`config.mk`:
```
export PLATFORM = sky130hd
export DESIGN_NAME = cpu_run_ctrl
export DESIGN_NICKNAME = d
export VERILOG_FILES = /design/src/rtl/cpu_run_ctrl.sv
export SDC_FILE = /design/constraint.sdc
export NUM_CORES = 1
export LEC_CHECK = 0
export CAP_MARGIN = 20
export CELL_PAD_IN_SITES_DETAIL_PLACEMENT = 2
export CELL_PAD_IN_SITES_GLOBAL_PLACEMENT = 2
export CORE_UTILIZATION = 34
export CTS_BUF_LIST = sky130_fd_sc_hd__clkbuf_8
export CTS_CLUSTER_SIZE = 25
export DETAILED_ROUTE_END_ITERATION = 10
export PLACE_DENSITY = 0.85
export SLEW_MARGIN = 20
export SYNTH_ARGS = -nofsm -noshare
export SYNTH_HDL_FRONTEND = slang
export SYNTH_SLANG_ARGS = --single-unit
```
`constraint.sdc`:
```
create_clock -name clk -period 4.1 [get_ports clk]
set_input_delay 0.82 -clock clk [delete_from_list [all_inputs] [get_ports clk]]
set_output_delay 0.82 -clock clk [all_outputs]
set_load 0.01 [all_outputs]
```
`src/rtl/cpu_run_ctrl.sv`:
```
// Run sequencer for the MIPS core: loads the boot PC, waits a settle interval, enables the core,
// then watches for a branch-to-self halt or cycle-budget exhaustion. All outputs registered.
module cpu_run_ctrl #(
  parameter logic [31:0] BOOT_ADDR     = 32'h0040_0020,
  parameter int          SETTLE_CYCLES = 2,
  parameter int          HALT_REPEAT   = 3
) (
  input  logic        clk,
  input  logic        rst_n,
  input  logic        start,
  input  logic        abort,
  input  logic [31:0] boot_addr,
  input  logic [31:0] max_cycles,
  input  logic [31:0] cpu_pc,
  output logic        pc_ld,
  output logic [31:0] pc_data,
  output logic        run_en,
  output logic        busy,
  output logic        done,
  output logic        timed_out,
  output logic [31:0] cycle_count
);

  typedef enum logic [2:0] {S_IDLE, S_LOAD, S_SETTLE, S_RUN, S_DONE} state_t;

  localparam logic [31:0] SETTLE_LAST = 32'(SETTLE_CYCLES - 1);
  localparam logic [31:0] HALT_N      = 32'(HALT_REPEAT);

  state_t      state_q, state_d;
  logic        pc_ld_q, pc_ld_d;
  logic [31:0] pc_data_q, pc_data_d;
  logic        run_en_q, run_en_d;
  logic        busy_q, busy_d;
  logic        done_q, done_d;
  logic        timed_out_q, timed_out_d;
  logic [31:0] cycle_count_q, cycle_count_d;
  logic [31:0] max_cycles_q, max_cycles_d;
  logic [31:0] settle_q, settle_d;
  logic [31:0] stable_q, stable_d;
  logic [31:0] prev_pc_q, prev_pc_d;

  logic [31:0] count_inc;
  logic        first_run;
  logic        pc_same;
  logic        halt_hit;
  logic        budget_hit;

  always_comb begin
    state_d       = state_q;
    pc_data_d     = pc_data_q;
    done_d        = done_q;
    timed_out_d   = timed_out_q;
    cycle_count_d = cycle_count_q;
    max_cycles_d  = max_cycles_q;
    settle_d      = settle_q;
    stable_d      = stable_q;
    prev_pc_d     = prev_pc_q;

    count_inc  = (cycle_count_q == 32'hFFFF_FFFF) ? cycle_count_q : cycle_count_q + 32'd1;
    // The count is cleared on every accepted start and saturates, so zero marks the first RUN cycle.
    first_run  = (cycle_count_q == 32'd0);
    pc_same    = (cpu_pc == prev_pc_q);
    halt_hit   = !first_run && pc_same && ((stable_q + 32'd1) == HALT_N);
    budget_hit = (max_cycles_q != 32'd0) && (count_inc == max_cycles_q);

    case (state_q)
      S_IDLE, S_DONE: begin
        if (start) begin
          pc_data_d     = boot_addr;
          max_cycles_d  = max_cycles;
          done_d        = 1'b0;
          timed_out_d   = 1'b0;
          cycle_count_d = 32'd0;
          state_d       = S_LOAD;
        end
      end
      S_LOAD: begin
        settle_d = 32'd0;
        state_d  = S_SETTLE;
      end
      S_SETTLE: begin
        stable_d = 32'd0;
        if (settle_q >= SETTLE_LAST) state_d = S_RUN;
        else                         settle_d = settle_q + 32'd1;
      end
      S_RUN: begin
        cycle_count_d = count_inc;
        prev_pc_d     = cpu_pc;
        stable_d      = (!first_run && pc_same) ? stable_q + 32'd1 : 32'd0;
        if (halt_hit) begin
          state_d     = S_DONE;
          done_d      = 1'b1;
          timed_out_d = 1'b0;
        end else if (budget_hit) begin
          state_d     = S_DONE;
          done_d      = 1'b1;
          timed_out_d = 1'b1;
        end
      end
      default: state_d = S_IDLE;
    endcase

    // Abort still counts the RUN cycle it lands in; only the state and flags are unwound.
    if (abort && (state_q == S_LOAD || state_q == S_SETTLE || state_q == S_RUN)) begin
      state_d     = S_IDLE;
      done_d      = 1'b0;
      timed_out_d = 1'b0;
    end

    pc_ld_d  = (state_d == S_LOAD);
    run_en_d = (state_d == S_RUN);
    busy_d   = (state_d == S_LOAD) || (state_d == S_SETTLE) || (state_d == S_RUN);
  end

  always_ff @(posedge clk or negedge rst_n) begin
    if (!rst_n) begin
      state_q       <= S_IDLE;
      pc_ld_q       <= 1'b0;
      pc_data_q     <= BOOT_ADDR;
      run_en_q      <= 1'b0;
      busy_q        <= 1'b0;
      done_q        <= 1'b0;
      timed_out_q   <= 1'b0;
      cycle_count_q <= 32'd0;
      max_cycles_q  <= 32'd0;
      settle_q      <= 32'd0;
      stable_q      <= 32'd0;
      prev_pc_q     <= 32'd0;
    end else begin
      state_q       <= state_d;
      pc_ld_q       <= pc_ld_d;
      pc_data_q     <= pc_data_d;
      run_en_q      <= run_en_d;
      busy_q        <= busy_d;
      done_q        <= done_d;
      timed_out_q   <= timed_out_d;
      cycle_count_q <= cycle_count_d;
      max_cycles_q  <= max_cycles_d;
      settle_q      <= settle_d;
      stable_q      <= stable_d;
      prev_pc_q     <= prev_pc_d;
    end
  end

  assign pc_ld       = pc_ld_q;
  assign pc_data     = pc_data_q;
  assign run_en      = run_en_q;
  assign busy        = busy_q;
  assign done        = done_q;
  assign timed_out   = timed_out_q;
  assign cycle_count = cycle_count_q;

endmodule

```
==> out/qor.yml <==
placement:
  post-place-ws_ns: 0.338
  gp_congestion: 0.882
  portBuffers: 168
  dp.final_hpwl_um: 30200
  postPlaceCellArea_mm2: 0.0134
synthesis:
  yosys_warnings: 0
  ys_types: 74
  netlist_area_mm2: 0.0112
  ys_async_sr_fraction_pct: 100
  synth-main-ff-cell: "dfrtp_1"
  synth-edff-count: 0
  ys_seq_elements: 200
  avgSynthCellArea_um2: 8.30
  synth.net_count: 1461
  synth_seq_area_share_pct: 44.6
  postSynthCellCount: 1354
route:
  drt-vias-per-instance: 5.61
  final_antenna_net_count: 0
  initialDrtViolationCount: 564
  wl_per_cell_um: 21.5
  drtPass1Iterations: 4
  vias: 10900
  wl_um: 41500
  drc_errors: 0
worst_setup_path:
  cp-startpoint: "cycle_count[18]"
  critPathCaptureType: "flop"
  reg2reg_setup_slack_ns: 0.31
  critical_path_class: "flop to flop"
  worstPathArrival_ns: 4.20
  reg2reg_depth: 10
  worst-endpoint-required_ns: 4.51
  worstPathMaxFanout: 11
  start_kind: "flop"
  r2r_end: "busy"
  reg2reg_from: "cycle_count[18]"
timing:
  finalHoldViolCount: 0
  tns_ns: 0
  rsz0062_at_grt: "no"
  finalSetupViolCount: 0
  min_period_ns: 3.79
  finalClockSkew_ns: 0.0321
  fin_ws_ns: 0.310
  hold_ws_ns: 0.310
  slew_violations: 0
  worst_pin_slew_ns: 0.912
  fmax_mhz: 264
  timing.final.crit_share_pct: 92.4
  relSlewSlack_pct: 39.2
global_route:
  grt.overflow.total: 0
  grt_pass1_vias: 12000
  grt_pass1_wl_um: 67000
  grt_max_degree: 84
  grt_usage_pct: 25.4
  antenna_found_initial: 0
floorplan:
  rows: 66
  initial_utilization_pct: 34.5
  die_y_um: 184
  die_area_mm2: 0.0338
  coreArea_mm2: 0.0325
  die_w_um: 184
  io-pin-count: 169
cts:
  htreeDepth: 4
  numCtsBuffers: 17
  cts_resized: 0
  clock-sinks: 200
  clk_latency_ns: 0.54
  cts_hold_buf: 0
  clk_pin_slew_ns: 0.13
  clk_path_buf_depth: 2
  cts_tree: "built"
  root_buffer: "clkbuf_8"
  cts_setup_buffers: 0
cells_and_area:
  fin_area_mm2: 0.0138
  syn_to_final_growth_pct: 22.5
  layout_common_cells: "nand2_1 (377), dfrtp_1 (198), clkdlybuf4s50_1 (167), o21ai_0 (78), nor2_1 (76)"
  drive_above_1_share_pct: 6.22
  antenna_cells: 0
  nets: 1588
  fillers: 3705
  layout_commonest_cell: "nand2_1"
power:
  power_w: 0.00677
  ir_drop_uv: 326
  leakagePower_nw: 5.93
  pwr_density_cell_mw_per_mm2: 492
flow_run:
  maxCapViolCount: 0
outcome:
  status: "finished, final reports clean"
worst_hold_path:
  holdCritPathClass: "input port to async pin"
## worst max path at each step
stage / end / slack [ns] / depth (start not counted)
detailed placement: state_q[1] / 0.34 / 10
CTS: state_q[1] / 0.29 / 10
floorplan: busy / 1.15 / 10
finish: busy / 0.31 / 10
global route: busy / 0.09 / 10
global placement: busy / 0.43 / 10
## report_power, final
group | total (W) | internal (W) | switching, W
clock | 0.00131 | 0.000454 | 0.000858
sequential | 0.00303 | 0.00248 | 0.000549
combinational | 0.00243 | 0.00105 | 0.00137
total | 0.00677 | 0.00399 | 0.00278
## sequential cells by signal, indices dropped and copies added (netlist names)
signal        count
pc_ld             1
stable_q         32
done              1
state_q           3
pc_data          32
timed_out         1
busy              1
prev_pc_q        32
cycle_count      32
settle_q         32
max_cycles_q     32
run_en            1
## cell usage after synthesis (8+ instances only)
| library cell | count | share of area (%) |
|---|---|---|
| o41ai_1 | 9 | 0.70 |
| o31ai_1 | 24 | 1.6 |
| nand4_1 | 39 | 2.2 |
| dfrtp_1 | 198 | 44 |
| buf_2 | 17 | 0.76 |
| nor3_1 | 19 | 0.85 |
| a211oi_1 | 10 | 0.67 |
| and3_1 | 26 | 1.4 |
| xnor2_1 | 32 | 2.5 |
| nor2_1 | 77 | 2.6 |
| a31oi_1 | 22 | 1.2 |
| clkbuf_1 | 61 | 2.0 |
| xor2_1 | 47 | 3.7 |
| buf_1 | 8 | 0.27 |
| nor4_1 | 48 | 2.7 |
| and4_1 | 13 | 1.0 |
| o21ai_0 | 78 | 3.5 |
| nand2_1 | 378 | 13 |
| a21oi_1 | 45 | 2.0 |
| inv_1 | 17 | 0.57 |
| nor2b_1 | 11 | 0.61 |
| nand3_1 | 43 | 1.9 |
## cells by family (layout without fill, tap and decap cells)
| logic type | Yosys count | after routing | synth area share (%) |
|---|---|---|---|
| AOI/OAI and AO/OA | 244 | 244 | 14.0 |
| xor gates and xnor gates | 79 | 79 | 6.16 |
| adders and majority gates | 7 | 7 | 0.779 |
| buffers and inverters | 107 | 247 | 3.84 |
| DFF | 200 | 200 | 44.6 |
| muxes | 8 | 8 | 0.724 |
| and+or+nand+nor | 709 | 709 | 29.9 |
## stage by stage
step | cells | utilization [%]
floorplan | 1354 | -
global placement | 1904 | 41.1
detailed placement | 1904 | 41.1
CTS | 1936 | 42.3
global route | 1936 | 42.3
finish | 1936 | 42.3
## critical path: stages, from the launching register on
cell	delay (ns)
dfrtp_1	0.73
nand2_1	0.23
or4_1	0.67
nor4_4	0.45
mux2i_1	0.24
o2111ai_1	0.12
nor4_1	0.56
buf_4	0.22
a41oi_2	0.16
nor2_1	0.19
a211oi_1	0.07
## per-layer routing
| metal | GRT usage (%) | wire length (µm) | part of all wire, % |
|---|---|---|---|
| met1 | 31.9 | 18300 | 44 |
| met2 | 42.4 | 19900 | 48 |
| met3 | 6.42 | 2410 | 5.8 |
| met4 | 8.33 | 933 | 2.2 |
| met5 | 0 | 0 | 0 |
## area by class of cell
class / count / area [µm²] / share of cell area [%]
clock buffers: 17 / 234 / 1.70
clock inverters: 15 / 161 / 1.17
inverters: 18 / 67.6 / 0.491
multi-input cells: 1047 / 5810 / 42.2
flip-flops and latches: 200 / 5010 / 36.4
well taps: 442 / 553 / 4.02
repair buffers: 197 / 1930 / 14.0
Power figures use the tool's default switching activity.
